## src/rtl/conv_pkg.sv

```systemverilog
// Shared definitions for the line-window read side.
//   NBANK      : number of line-buffer banks
//   KWIN       : window edge length (3x3 window)
//   rd_state_e : read-side controller states
//   bank_inc   : bank index step with 2-bit wrap
//   bank_onehot: one-hot mask for a bank index
package conv_pkg;

    localparam int NBANK = 4;
    localparam int KWIN  = 3;

    typedef enum logic [1:0] {
        IDLE    = 2'd0,
        WAIT    = 2'd1,
        SCAN    = 2'd2,
        RELEASE = 2'd3
    } rd_state_e;

    // Bank indices wrap naturally in 2-bit arithmetic.
    function automatic logic [1:0] bank_inc(input logic [1:0] bank, input logic [1:0] step);
        return bank + step;
    endfunction

    function automatic logic [NBANK-1:0] bank_onehot(input logic [1:0] bank);
        logic [NBANK-1:0] mask;
        mask       = '0;
        mask[bank] = 1'b1;
        return mask;
    endfunction

endpackage

```

## src/rtl/line_window_reader_if.sv

```systemverilog
// Window stream between the line-window reader and the convolution datapath.
//   win_valid  : window valid (source -> sink)
//   win_ready  : sink accepts the window (sink -> source)
//   win_data   : 3x3 window, row-major, top-left pixel in the low PB bits
//   win_row    : image row of the window centre
//   win_col    : image column of the window centre
//   frame_done : one-cycle pulse at the end of a frame
interface line_window_reader_if
    import conv_pkg::*;
#(
    parameter int XB = 10,
    parameter int YB = 10,
    parameter int PB = 8
);
    logic                     win_valid;
    logic                     win_ready;
    logic [KWIN*KWIN*PB-1:0]  win_data;
    logic [YB-1:0]            win_row;
    logic [XB-1:0]            win_col;
    logic                     frame_done;

    modport master (
        output win_valid, win_data, win_row, win_col, frame_done,
        input  win_ready
    );

    modport slave (
        input  win_valid, win_data, win_row, win_col, frame_done,
        output win_ready
    );
endinterface

```

## src/rtl/win_shift3x3.sv

```systemverilog
// 3x3 pixel window shift register.
//   clk, rst  : clock, asynchronous active-low reset
//   shift_en  : shift the window one column left and load col_in on the right
//   col_in    : new column, index 0 = top row
//   win_out   : packed window, row-major, top-left pixel in bits [PB-1:0]
module win_shift3x3
    import conv_pkg::*;
#(
    parameter int PB = 8
) (
    input  logic                    clk,
    input  logic                    rst,
    input  logic                    shift_en,
    input  logic [PB-1:0]           col_in [KWIN],
    output logic [KWIN*KWIN*PB-1:0] win_out
);

    genvar gi, gj;

    generate
        for (gi = 0; gi < KWIN; gi++) begin : g_row
            // tap_reg[0] is the leftmost (oldest) column of this window row.
            logic [PB-1:0] tap_reg [KWIN];

            always_ff @(posedge clk or negedge rst) begin
                if (!rst) begin
                    for (int k = 0; k < KWIN; k++) begin
                        tap_reg[k] <= '0;
                    end
                end else if (shift_en) begin
                    for (int k = 0; k < KWIN - 1; k++) begin
                        tap_reg[k] <= tap_reg[k+1];
                    end
                    tap_reg[KWIN-1] <= col_in[gi];
                end
            end

            for (gj = 0; gj < KWIN; gj++) begin : g_tap
                assign win_out[(gi*KWIN+gj)*PB +: PB] = tap_reg[gj];
            end
        end
    endgenerate

endmodule

```

## src/rtl/line_window_reader.sv

```systemverilog
// Read side of the 4-bank line buffer.
// Tracks which banks the fill side has completed, scans three consecutive
// filled banks column by column and streams 3x3 windows with valid/ready
// backpressure. Each bank is handed back with a one-cycle mem_used pulse once
// its last window row has been consumed.
//   clk, rst      : clock, asynchronous active-low reset
//   cfg_width     : pixels per row (>= 3, stable while active)
//   cfg_height    : rows per frame (>= 3, stable while active)
//   mem_bank_full : per-bank full level from the fill side
//   mem_used      : per-bank one-cycle release pulse
//   mb_rd_addr    : per-bank read address (synchronous read, 1-cycle latency)
//   pix_data      : per-bank read data
//   win           : window stream (master side)
module line_window_reader
    import conv_pkg::*;
#(
    parameter int XB = 10,
    parameter int YB = 10,
    parameter int PB = 8
) (
    input  logic             clk,
    input  logic             rst,
    input  logic [XB-1:0]    cfg_width,
    input  logic [YB-1:0]    cfg_height,
    input  logic [NBANK-1:0] mem_bank_full,
    output logic [NBANK-1:0] mem_used,
    output logic [XB-1:0]    mb_rd_addr [NBANK-1:0],
    input  logic [PB-1:0]    pix_data   [NBANK-1:0],
    line_window_reader_if.master win
);

    rd_state_e               state_reg, state_next;
    logic [1:0]              bp_reg;
    logic [NBANK-1:0]        ready_reg;
    logic [NBANK-1:0]        full_d_reg;
    logic [XB-1:0]           col_reg;
    logic                    pending_reg;
    logic                    row_done_reg;
    logic [YB-1:0]           out_row_reg;
    logic                    win_valid_reg;
    logic [XB-1:0]           win_col_reg;
    logic [YB-1:0]           win_row_reg;

    logic [1:0]              bank_mid, bank_bot, bank_idle;
    logic                    banks_ready, shift, hs, col_last, last_row;
    logic [NBANK-1:0]        release_mask;
    logic                    frame_done_c;
    logic [PB-1:0]           col_pix [KWIN];
    logic [KWIN*KWIN*PB-1:0] win_data_w;

    assign bank_mid  = bank_inc(bp_reg, 2'd1);
    assign bank_bot  = bank_inc(bp_reg, 2'd2);
    assign bank_idle = bank_inc(bp_reg, 2'd3);

    assign banks_ready = ready_reg[bp_reg] & ready_reg[bank_mid] & ready_reg[bank_bot];
    assign hs          = win_valid_reg & win.win_ready;
    // Advance whenever the output slot is free or being emptied this cycle.
    assign shift       = (state_reg == SCAN) & pending_reg & (~win_valid_reg | win.win_ready);
    assign col_last    = (col_reg == cfg_width - XB'(1));
    assign last_row    = (out_row_reg >= cfg_height - YB'(3));

    // ---------------- FSM: state register ----------------
    always_ff @(posedge clk or negedge rst) begin
        if (!rst) begin
            state_reg <= IDLE;
        end else begin
            state_reg <= state_next;
        end
    end

    // ---------------- FSM: next state ----------------
    always_comb begin
        state_next = state_reg;
        case (state_reg)
            IDLE:    state_next = WAIT;
            WAIT:    if (banks_ready) state_next = SCAN;
            SCAN:    if (row_done_reg && hs) state_next = RELEASE;
            RELEASE: state_next = last_row ? IDLE : WAIT;
            default: state_next = IDLE;
        endcase
    end

    // ---------------- FSM: outputs ----------------
    // On the last row all three active banks go back at once; that is every
    // bank except the idle one.
    always_comb begin
        release_mask = '0;
        frame_done_c = 1'b0;
        if (state_reg == RELEASE) begin
            if (last_row) begin
                release_mask = ~bank_onehot(bank_idle);
                frame_done_c = 1'b1;
            end else begin
                release_mask = bank_onehot(bp_reg);
            end
        end
    end

    assign mem_used       = release_mask;
    assign win.frame_done = frame_done_c;

    // ---------------- Read addresses and column input ----------------
    genvar gi;
    generate
        for (gi = 0; gi < NBANK; gi++) begin : g_addr
            // During a shift the next column is requested so its data lands
            // exactly when the following shift needs it.
            assign mb_rd_addr[gi] = (state_reg == SCAN && bank_idle != 2'(gi)) ?
                                    (shift ? col_reg + XB'(1) : col_reg) : '0;
        end
        for (gi = 0; gi < KWIN; gi++) begin : g_col
            assign col_pix[gi] = pix_data[bank_inc(bp_reg, 2'(gi))];
        end
    endgenerate

    win_shift3x3 #(.PB(PB)) u_shift (
        .clk      (clk),
        .rst      (rst),
        .shift_en (shift),
        .col_in   (col_pix),
        .win_out  (win_data_w)
    );

    // ---------------- Datapath registers ----------------
    always_ff @(posedge clk or negedge rst) begin
        if (!rst) begin
            bp_reg        <= '0;
            ready_reg     <= '0;
            full_d_reg    <= '0;
            col_reg       <= '0;
            pending_reg   <= 1'b0;
            row_done_reg  <= 1'b0;
            out_row_reg   <= '0;
            win_valid_reg <= 1'b0;
            win_col_reg   <= '0;
            win_row_reg   <= '0;
        end else begin
            full_d_reg <= mem_bank_full;
            // A new fill completion wins over a same-cycle release.
            ready_reg  <= (ready_reg & ~release_mask) | (mem_bank_full & ~full_d_reg);

            if (state_reg == WAIT && banks_ready) begin
                col_reg      <= '0;
                pending_reg  <= 1'b0;
                row_done_reg <= 1'b0;
            end else if (state_reg == SCAN) begin
                if (shift) begin
                    col_reg <= col_reg + XB'(1);
                    if (col_last) begin
                        pending_reg  <= 1'b0;
                        row_done_reg <= 1'b1;
                    end
                end else if (!row_done_reg) begin
                    // First SCAN cycle only issues column 0's address.
                    pending_reg <= 1'b1;
                end
            end

            // Columns 0 and 1 only prime the window.
            if (shift && col_reg >= XB'(2)) begin
                win_valid_reg <= 1'b1;
                win_col_reg   <= col_reg - XB'(1);
                win_row_reg   <= out_row_reg + YB'(1);
            end else if (hs) begin
                win_valid_reg <= 1'b0;
            end

            if (state_reg == RELEASE) begin
                bp_reg      <= bank_inc(bp_reg, last_row ? 2'd3 : 2'd1);
                out_row_reg <= last_row ? '0 : out_row_reg + YB'(1);
            end
        end
    end

    assign win.win_valid = win_valid_reg;
    assign win.win_data  = win_data_w;
    assign win.win_col   = win_col_reg;
    assign win.win_row   = win_row_reg;

endmodule
```

## src/flat_wrapper.sv

```systemverilog
// flat-port wrapper written by rule: the top's interface ports become plain ports
module line_window_reader_flat import conv_pkg::*;
#(
    parameter int XB = 10,
    parameter int YB = 10,
    parameter int PB = 8
)
  (clk, rst, cfg_width, cfg_height, mem_bank_full, mem_used, mb_rd_addr, pix_data, win_win_valid, win_win_data, win_win_row, win_win_col, win_frame_done, win_win_ready);
  line_window_reader_if #(.XB(XB), .YB(YB), .PB(PB)) win_i ();
  input  logic clk;
  input  logic rst;
  input  logic [XB-1:0] cfg_width;
  input  logic [YB-1:0] cfg_height;
  input  logic [NBANK-1:0] mem_bank_full;
  output logic [NBANK-1:0] mem_used;
  output logic [XB-1:0] mb_rd_addr[NBANK-1:0];
  input  logic [PB-1:0] pix_data[NBANK-1:0];
  output wire logic [$bits(win_i.win_valid)-1:0] win_win_valid;
  output wire logic [$bits(win_i.win_data)-1:0] win_win_data;
  output wire logic [$bits(win_i.win_row)-1:0] win_win_row;
  output wire logic [$bits(win_i.win_col)-1:0] win_win_col;
  output wire logic [$bits(win_i.frame_done)-1:0] win_frame_done;
  input wire logic [$bits(win_i.win_ready)-1:0] win_win_ready;
  assign win_win_valid = win_i.win_valid;
  assign win_win_data = win_i.win_data;
  assign win_win_row = win_i.win_row;
  assign win_win_col = win_i.win_col;
  assign win_frame_done = win_i.frame_done;
  assign win_i.win_ready = win_win_ready;
  line_window_reader #(.XB(XB), .YB(YB), .PB(PB)) u_core (.clk(clk), .rst(rst), .cfg_width(cfg_width), .cfg_height(cfg_height), .mem_bank_full(mem_bank_full), .mem_used(mem_used), .mb_rd_addr(mb_rd_addr), .pix_data(pix_data), .win(win_i));
endmodule
```

## config.mk

```make
export PLATFORM = sky130hd
export DESIGN_NAME = line_window_reader_flat
export DESIGN_NICKNAME = d
export VERILOG_FILES = /design/src/rtl/conv_pkg.sv /design/src/rtl/line_window_reader_if.sv /design/src/rtl/win_shift3x3.sv /design/src/rtl/line_window_reader.sv /design/src/flat_wrapper.sv
export SDC_FILE = /design/constraint.sdc
export NUM_CORES = 1
export LEC_CHECK = 0
export CAP_MARGIN = 20
export CORE_MARGIN = 5
export CORE_UTILIZATION = 30
export DETAILED_ROUTE_END_ITERATION = 10
export HOLD_SLACK_MARGIN = 0.02
export PLACE_DENSITY = 0.6
export SLEW_MARGIN = 20
export SYNTH_ARGS = -nofsm -noshare
export SYNTH_HDL_FRONTEND = slang
export SYNTH_SLANG_ARGS = --single-unit
export TNS_END_PERCENT = 100
```

## constraint.sdc

```tcl
create_clock -name clk -period 5.1 [get_ports clk]
set_clock_uncertainty 0.05 [all_clocks]
set_input_delay 1.02 -clock clk [delete_from_list [all_inputs] [get_ports clk]]
set_output_delay 1.02 -clock clk [all_outputs]
set_load 0.05 [all_outputs]
```

==> results of run 1 <==
[cells in the final DEF (no fill, tap or decap), types with 2 or more instances in the layout]
master and n:
nand2_1 248, clkdlybuf4s50_1 153, dfrtp_1 126, nor2_1 80, buf_4 49, xnor2_1 33
ha_1 26, mux4_2 24, inv_1 21, a21oi_1 19, o21ai_0 17, clkbuf_16 17
xor2_1 13, and3_1 9, nand3_1 9, nor2b_1 9, a22o_1 8, nand2b_1 7
nor3_1 7, nor4_1 5, inv_8 5, buf_12 5, o22ai_1 4, mux2i_1 3
a32o_1 3, clkinv_4 3, inv_6 3, clkinv_8 3, nand3b_1 2, or4_4 2
a211o_1 2, or3b_2 2, o2111ai_1 2, a211oi_1 2, o211ai_1 2, nand4_1 2
and2_1 2, o221a_2 2, and2b_2 2, buf_6 2
[what timing repair did]
| action | CTS | global route |
|---|---|---|
| resized for setup | 2 | 5 |
| setup endpoints to repair | 2 | 3 |
| gates cloned | 0 | 0 |
[metrics by stage]
step / setup WS [ps] / area (um^2) / power, uW
2_1_floorplan: 448.3 / 6930 / 4259
3_3_place_gp: 22.45 / 9129 / 5465
3_5_place_dp: -100.0 / 9136 / 5502
4_1_cts: 38.67 / 9733 / 6742
5_1_grt: -12.11 / 9762 / 7057
6_report: 128.3 / 9762 / 6649
[critical path, stage by stage]
cell,delay (ps)
clkdlybuf4s50_1,430
or4_4,550
a211o_1,320
xor2_1,160
ha_1,330
a2111oi_4,360
buf_4,170
a21oi_1,90
o221a_2,310
buf_6,160
[worst paths after layout]
check / from / to / slack, ps / cells after the start
worst min register to register: u_core.full_d_reg[3] / u_core.ready_reg[3] / 390 / 1
max in group asynchronous: rst / u_core.win.win_col[3] / 3380 / 2
worst min-delay path: u_core.full_d_reg[3] / u_core.ready_reg[3] / 390 / 1
worst max register to register: u_core.bp_reg[0] / u_core.state_reg[1] / 2310 / 7
min in group asynchronous: rst / u_core.u_shift.win_out[11] / 590 / 1
worst max-delay path: cfg_height[5] / mem_used[3] / 130 / 10
[layout make-up]
type / count / share of cell area (%)
tap: 285 / 3.653
clock buffer: 17 / 4.358
inverter: 21 / 0.8075
clock inverter: 15 / 1.692
multi-input combinational: 569 / 36.21
sequential: 127 / 32.57
timing repair buffer: 209 / 20.71
[power by group through the flow]
stage                     sequential [uW]  clock [uW]  combinational, uW
final                                1720        1200               3720
after global routing                 1780        1280               3990
after CTS                            1730        1240               3770
after detailed placement             1740           0               3760
after global placement               1730           0               3730
after floorplan                      2760           0               1490
[cells by family (layout without fill, tap and decap cells)]
kind of cell / after synthesis / count (layout) / share of synthesized area (%)
fa+ha+maj: 26 / 26 / 4.694
flops: 127 / 127 / 45.86
simple gates: 396 / 396 / 24.25
xor+xnor: 46 / 46 / 5.813
compound gates: 73 / 73 / 7.204
buf+inv: 65 / 262 / 3.791
mux: 28 / 28 / 8.395
[metal layers]
layer | global-route usage, % | up-vias | wire, um | share of wire [%]
met1 | 19.72 | 2825 | 8807 | 44
met5 | 0 | - | 0 | 0
met3 | 2.867 | 19 | 837 | 4.2
met4 | 4.152 | 0 | 246 | 1.2
met2 | 25.15 | 124 | 10180 | 51
li1 | - | 2906 | - | -
==> impl_metrics.yaml, run 1 <==
setup_path:
  cp_max_fo: 4
  cp-start-kind: "input pin"
  crit_arrival_ps: 3900
  worstSetupPathType: "in2out"
  worstSetupEndpointType: "output port"
  cp_data_required_time_ps: 4030
run_status:
  status: "complete, no violations"
logic_synthesis:
  post-synth-top-area-fraction_pct: 45.86
  synth_top_area_cell: "dfrtp_1"
  synth_nets: 846
  netlist_area_um2: 6930
  synth_cell_types: 54
  synth-edff-count: 0
  ys_seq_area_share_pct: 45.86
  ys_top_cells_by_area: "dfrtp_1 (46%), nand2_1 (13%), mux4_2 (7.8%)"
  avgSynthCellArea_um2: 9.107
  synthFlopType: "dfrtp_1"
  ys_ff_latch: 127
  synth_commonest_cells: "nand2_1 (248), dfrtp_1 (127), nor2_1 (80)"
  async_reset_ff_share_pct: 100.0
  yosys_warnings: 0
  synthCells: 761
  synth.most_common_cell: "nand2_1"
final_layout:
  nets: 1030
  final_util_pct: 42.99
  final-seq-area_um2: 3179
  fillCellCount: 2212
  largest_reg_flops: 72
  finalNonFillerCells: 1243
  area_growth_syn_to_layout_pct: 40.86
  multi_input_area_um2: 3535
  drive_gt1_share_pct: 13.78
  n_antenna_cell: 0
sta:
  period_share_pct: 97.48
  setup_viol: 0
  slew_headroom_pct: 42.88
  post-route-min-period_ps: 4972
  drv_slew: 0
  tightest_slew_ps: 856.7
  max_freq_mhz: 201.1
  hold_viol: 0
  fin_tns_setup_ps: 0
  whs_ps: 390.9
power_and_ir_drop:
  switchingPower_uw: 3306
  internal_power_uw: 3343
  swShare_pct: 49.72
  pwr-share-clk_pct: 18.1
  p_leak_uw: 0.004477
  powerDensity_nw_per_um2: 681.2
  p_comb_share_pct: 56.0
  worst_ir_drop_vdd_mv: 0.2356
  power_frac_seq_pct: 25.9
clocking:
  postCtsSetupBuffers: 0
  cts_sinks: 127
  clockRootBuffer: "clkbuf_16"
  clk-insertion-delay-late_ps: 420
  cts_hold_buffers: 0
  clkSlewWorstSetupHoldPaths_ps: 60
  cts_made_buffers: 17
  cts_tree: "yes"
  h-tree-depth: 4
  cts_buffer_depth: 2
floorplanning:
  num_io_pins: 197
  die_area_um2: 26240
  die_y_um: 162.0
  rows: 55
  start_util_pct: 30.52
  core-area_um2: 22710
  die_x_um: 162.0
grt:
  grt_max_degree: 77
  track_usage_pct: 14.93
  grt_pass1_wl_um: 31340
  first_global_vias: 5607
  grt_overflow_total: 0
  antenna_found_initial: 0
routing:
  routed_wl_um: 20070
  ant_nets: 0
  first_pass_iters: 4
  vias_per_cell: 4.726
  wl_per_cell_um: 16.15
  drc: 0
  dr.first_iter.drc_count: 372
  vias: 5874
placed_design:
  hpwl_um: 14690
  place_congestion: 0.7583
  io_buffer_count: 196
  dp_cells: 1211
hold_path:
  hold_path_class: "reg2reg"
run:
  cap_viol_max_count: 0
Power figures use the tool's default switching activity.
==> inputs of run 2 (changes only) <==
ABC_AREA = 1   (was default)
==> run 2 against run 1 <==
Against the previous run:
- non-clock buffer count shrank 4
- sequential power fell by 41%
- via count grew 6.7%
- clock power up 7%
- flip-flop and latch count did not move
- maximum frequency up 1.4%
- setup slack better by 70 ps
- count of clock-buffer cells in the layout up 1
- synthesized area up 0.27%
- critical endpoint is now mem_used[0]
- utilization grew 1.6 points
- sequential share of layout area down 1.2 points
- highest routed layer unchanged
- wire length rose by 8.3%
==> impl_metrics.yaml, run 2 <==
routing:
  vias_per_cell: 4.535
  vias: 6267
  ant_nets: 0
  dr.first_iter.drc_count: 381
  wl_per_cell_um: 15.73
  first_pass_iters: 5
  routed_wl_um: 21730
  drc: 0
grt:
  track_usage_pct: 16.41
  grt_pass1_wl_um: 33970
  grt_max_degree: 92
  antenna_found_initial: 0
  first_global_vias: 5998
  grt_overflow_total: 0
logic_synthesis:
  synth.most_common_cell: "nand2_1"
  synthFlopType: "dfrtp_1"
  avgSynthCellArea_um2: 7.704
  async_reset_ff_share_pct: 100.0
  synth-edff-count: 0
  post-synth-top-area-fraction_pct: 45.73
  netlist_area_um2: 6949
  ys_seq_area_share_pct: 45.73
  ys_ff_latch: 127
  synth_commonest_cells: "nand2_1 (275), dfrtp_1 (127), inv_1 (94)"
  synth_top_area_cell: "dfrtp_1"
  synthCells: 902
  synth_cell_types: 39
  synth_nets: 987
  yosys_warnings: 0
  ys_top_cells_by_area: "dfrtp_1 (46%), nand2_1 (15%), inv_1 (5.1%)"
final_layout:
  layout_common_cells: "nand2_1 (274), clkdlybuf4s50_1 (147), dfrtp_1 (127)"
  fillCellCount: 2219
  layout_commonest_cell: "nand2_1"
  nets: 1170
  final-seq-area_um2: 3178
  largest_reg_flops: 72
  area_growth_syn_to_layout_pct: 45.79
  drive_gt1_share_pct: 11.58
  n_antenna_cell: 0
  multi_input_area_um2: 3248
clocking:
  clk-insertion-delay-late_ps: 430
  h-tree-depth: 4
  cts_sinks: 127
  cts_hold_buffers: 0
  clkSlewWorstSetupHoldPaths_ps: 60
  clockRootBuffer: "clkbuf_16"
  cts_tree: "yes"
  cts_buffer_depth: 2
  cts_made_buffers: 17
sta:
  setup_viol: 0
  hold_viol: 0
  whs_ps: 381.1
  post-route-min-period_ps: 4902
  drv_slew: 0
  period_share_pct: 96.12
  max_freq_mhz: 204.0
  finalWorstSetupSlack_ps: 197.9
  tightest_slew_ps: 860.4
  fin_tns_setup_ps: 0
  slew_headroom_pct: 42.64
placed_design:
  place_congestion: 0.8155
  io_buffer_count: 196
  hpwl_um: 16100
  pre_cts_ws_ps: -71.08
floorplanning:
  die_area_um2: 26310
  num_io_pins: 197
  start_util_pct: 30.60
  die_x_um: 162.2
  die_y_um: 162.2
  rows: 55
  core-area_um2: 22710
power_and_ir_drop:
  powerDensity_nw_per_um2: 239.5
  worst_ir_drop_vdd_mv: 0.1680
  p_leak_uw: 0.004976
setup_path:
  cp_data_required_time_ps: 4030
  cp_max_fo: 5
  crit_top_cell: "nand2_1"
  worstSetupPathType: "in2out"
  cp_num_buf_inv: 3
  cp_cell_sequence: "clkdlybuf4s50_1 -> or3_4 -> nor2_4 -> nand2_1 -> or2_1 -> nor2_2 -> xor2_1 -> ha_1 -> nand2_1 -> nor2_1 -> o211ai_1 -> nand4_1 -> buf_4 -> nand2_4 -> o21ai_4 -> buf_12"
  max_stage_delay_ps: 460
  worstSetupEndpointType: "output port"
  crit_arrival_ps: 3830
  cp_slowest_cell: "clkdlybuf4s50_1"
  cp-start-kind: "input pin"
  path_delay_family: "simple AND/OR/NAND/NOR gates"
run:
  cap_viol_max_count: 0
run_status:
  status: "complete, no violations"
hold_path:
  hold_path_class: "reg2reg"
## run 2: area by class of cell
cell class / count / share of cell area, %
clock buffers: 18 / 4.236
clock inverters: 13 / 1.877
inverters: 104 / 3.853
multi-input cells: 630 / 32.06
flip-flops and latches: 127 / 31.37
well taps: 285 / 3.520
repair buffers: 205 / 23.08
## run 2: power by group
group	switching [uW]	leakage, uW	internal, uW
Sequential	0.448	0.00159	1010
Clock	461	0.000300	817
Combinational	71.5	0.00309	66.1
## run 2: layer usage
metal	global-route usage (%)	part of all wire [%]
met5	0	0
met2	25.67	47
met1	22.77	47
met3	2.791	3.8
met4	6.344	2.3
## run 2: cells by family after synthesis
logic type | after synthesis | synth area share, %
buffers and inverters | 145 | 8.426
adder cells (fa/ha/maj) | 26 | 4.681
AND/OR/NAND/NOR | 429 | 25.60
AO/OA/AOI/OAI | 139 | 11.02
flip-flops | 127 | 45.73
XOR/XNOR | 36 | 4.537
## run 2: repair_timing
action                                  in CTS  in global routing
endpoints found under the hold margin        0                  0
gates resized for setup                      7                 10
pin swaps                                    2                  7
buffers inserted                             0                  3
endpoints found under the setup margin       3                  5
## run 2: final timing paths
path | startpoint | endpoint | slack (ps) | cells past startpoint
max in group asynchronous | rst | u_core.u_shift.win_out[62] | 3300 | 2
min in group asynchronous | rst | u_core.out_row_reg[6] | 620 | 1
worst max-delay path | cfg_height[2] | mem_used[0] | 200 | 16
worst min-delay path | u_core.full_d_reg[2] | u_core.ready_reg[2] | 380 | 1
worst min register to register | u_core.full_d_reg[2] | u_core.ready_reg[2] | 380 | 1
worst max register to register | u_core.bp_reg[1] | u_core.pending_reg | 1480 | 10
## run 2: through the flow
stage               util, %  cells  instance area [um^2]  power (uW)
finish                44.61   1382                 10130        2426
global route          44.61   1382                 10130        2520
detailed placement    41.48   1348                  9419        1164
CTS                   44.33   1379                 10070        2461
floorplan                 -    902                  6949        1079
global placement      41.48   1348                  9419        1162
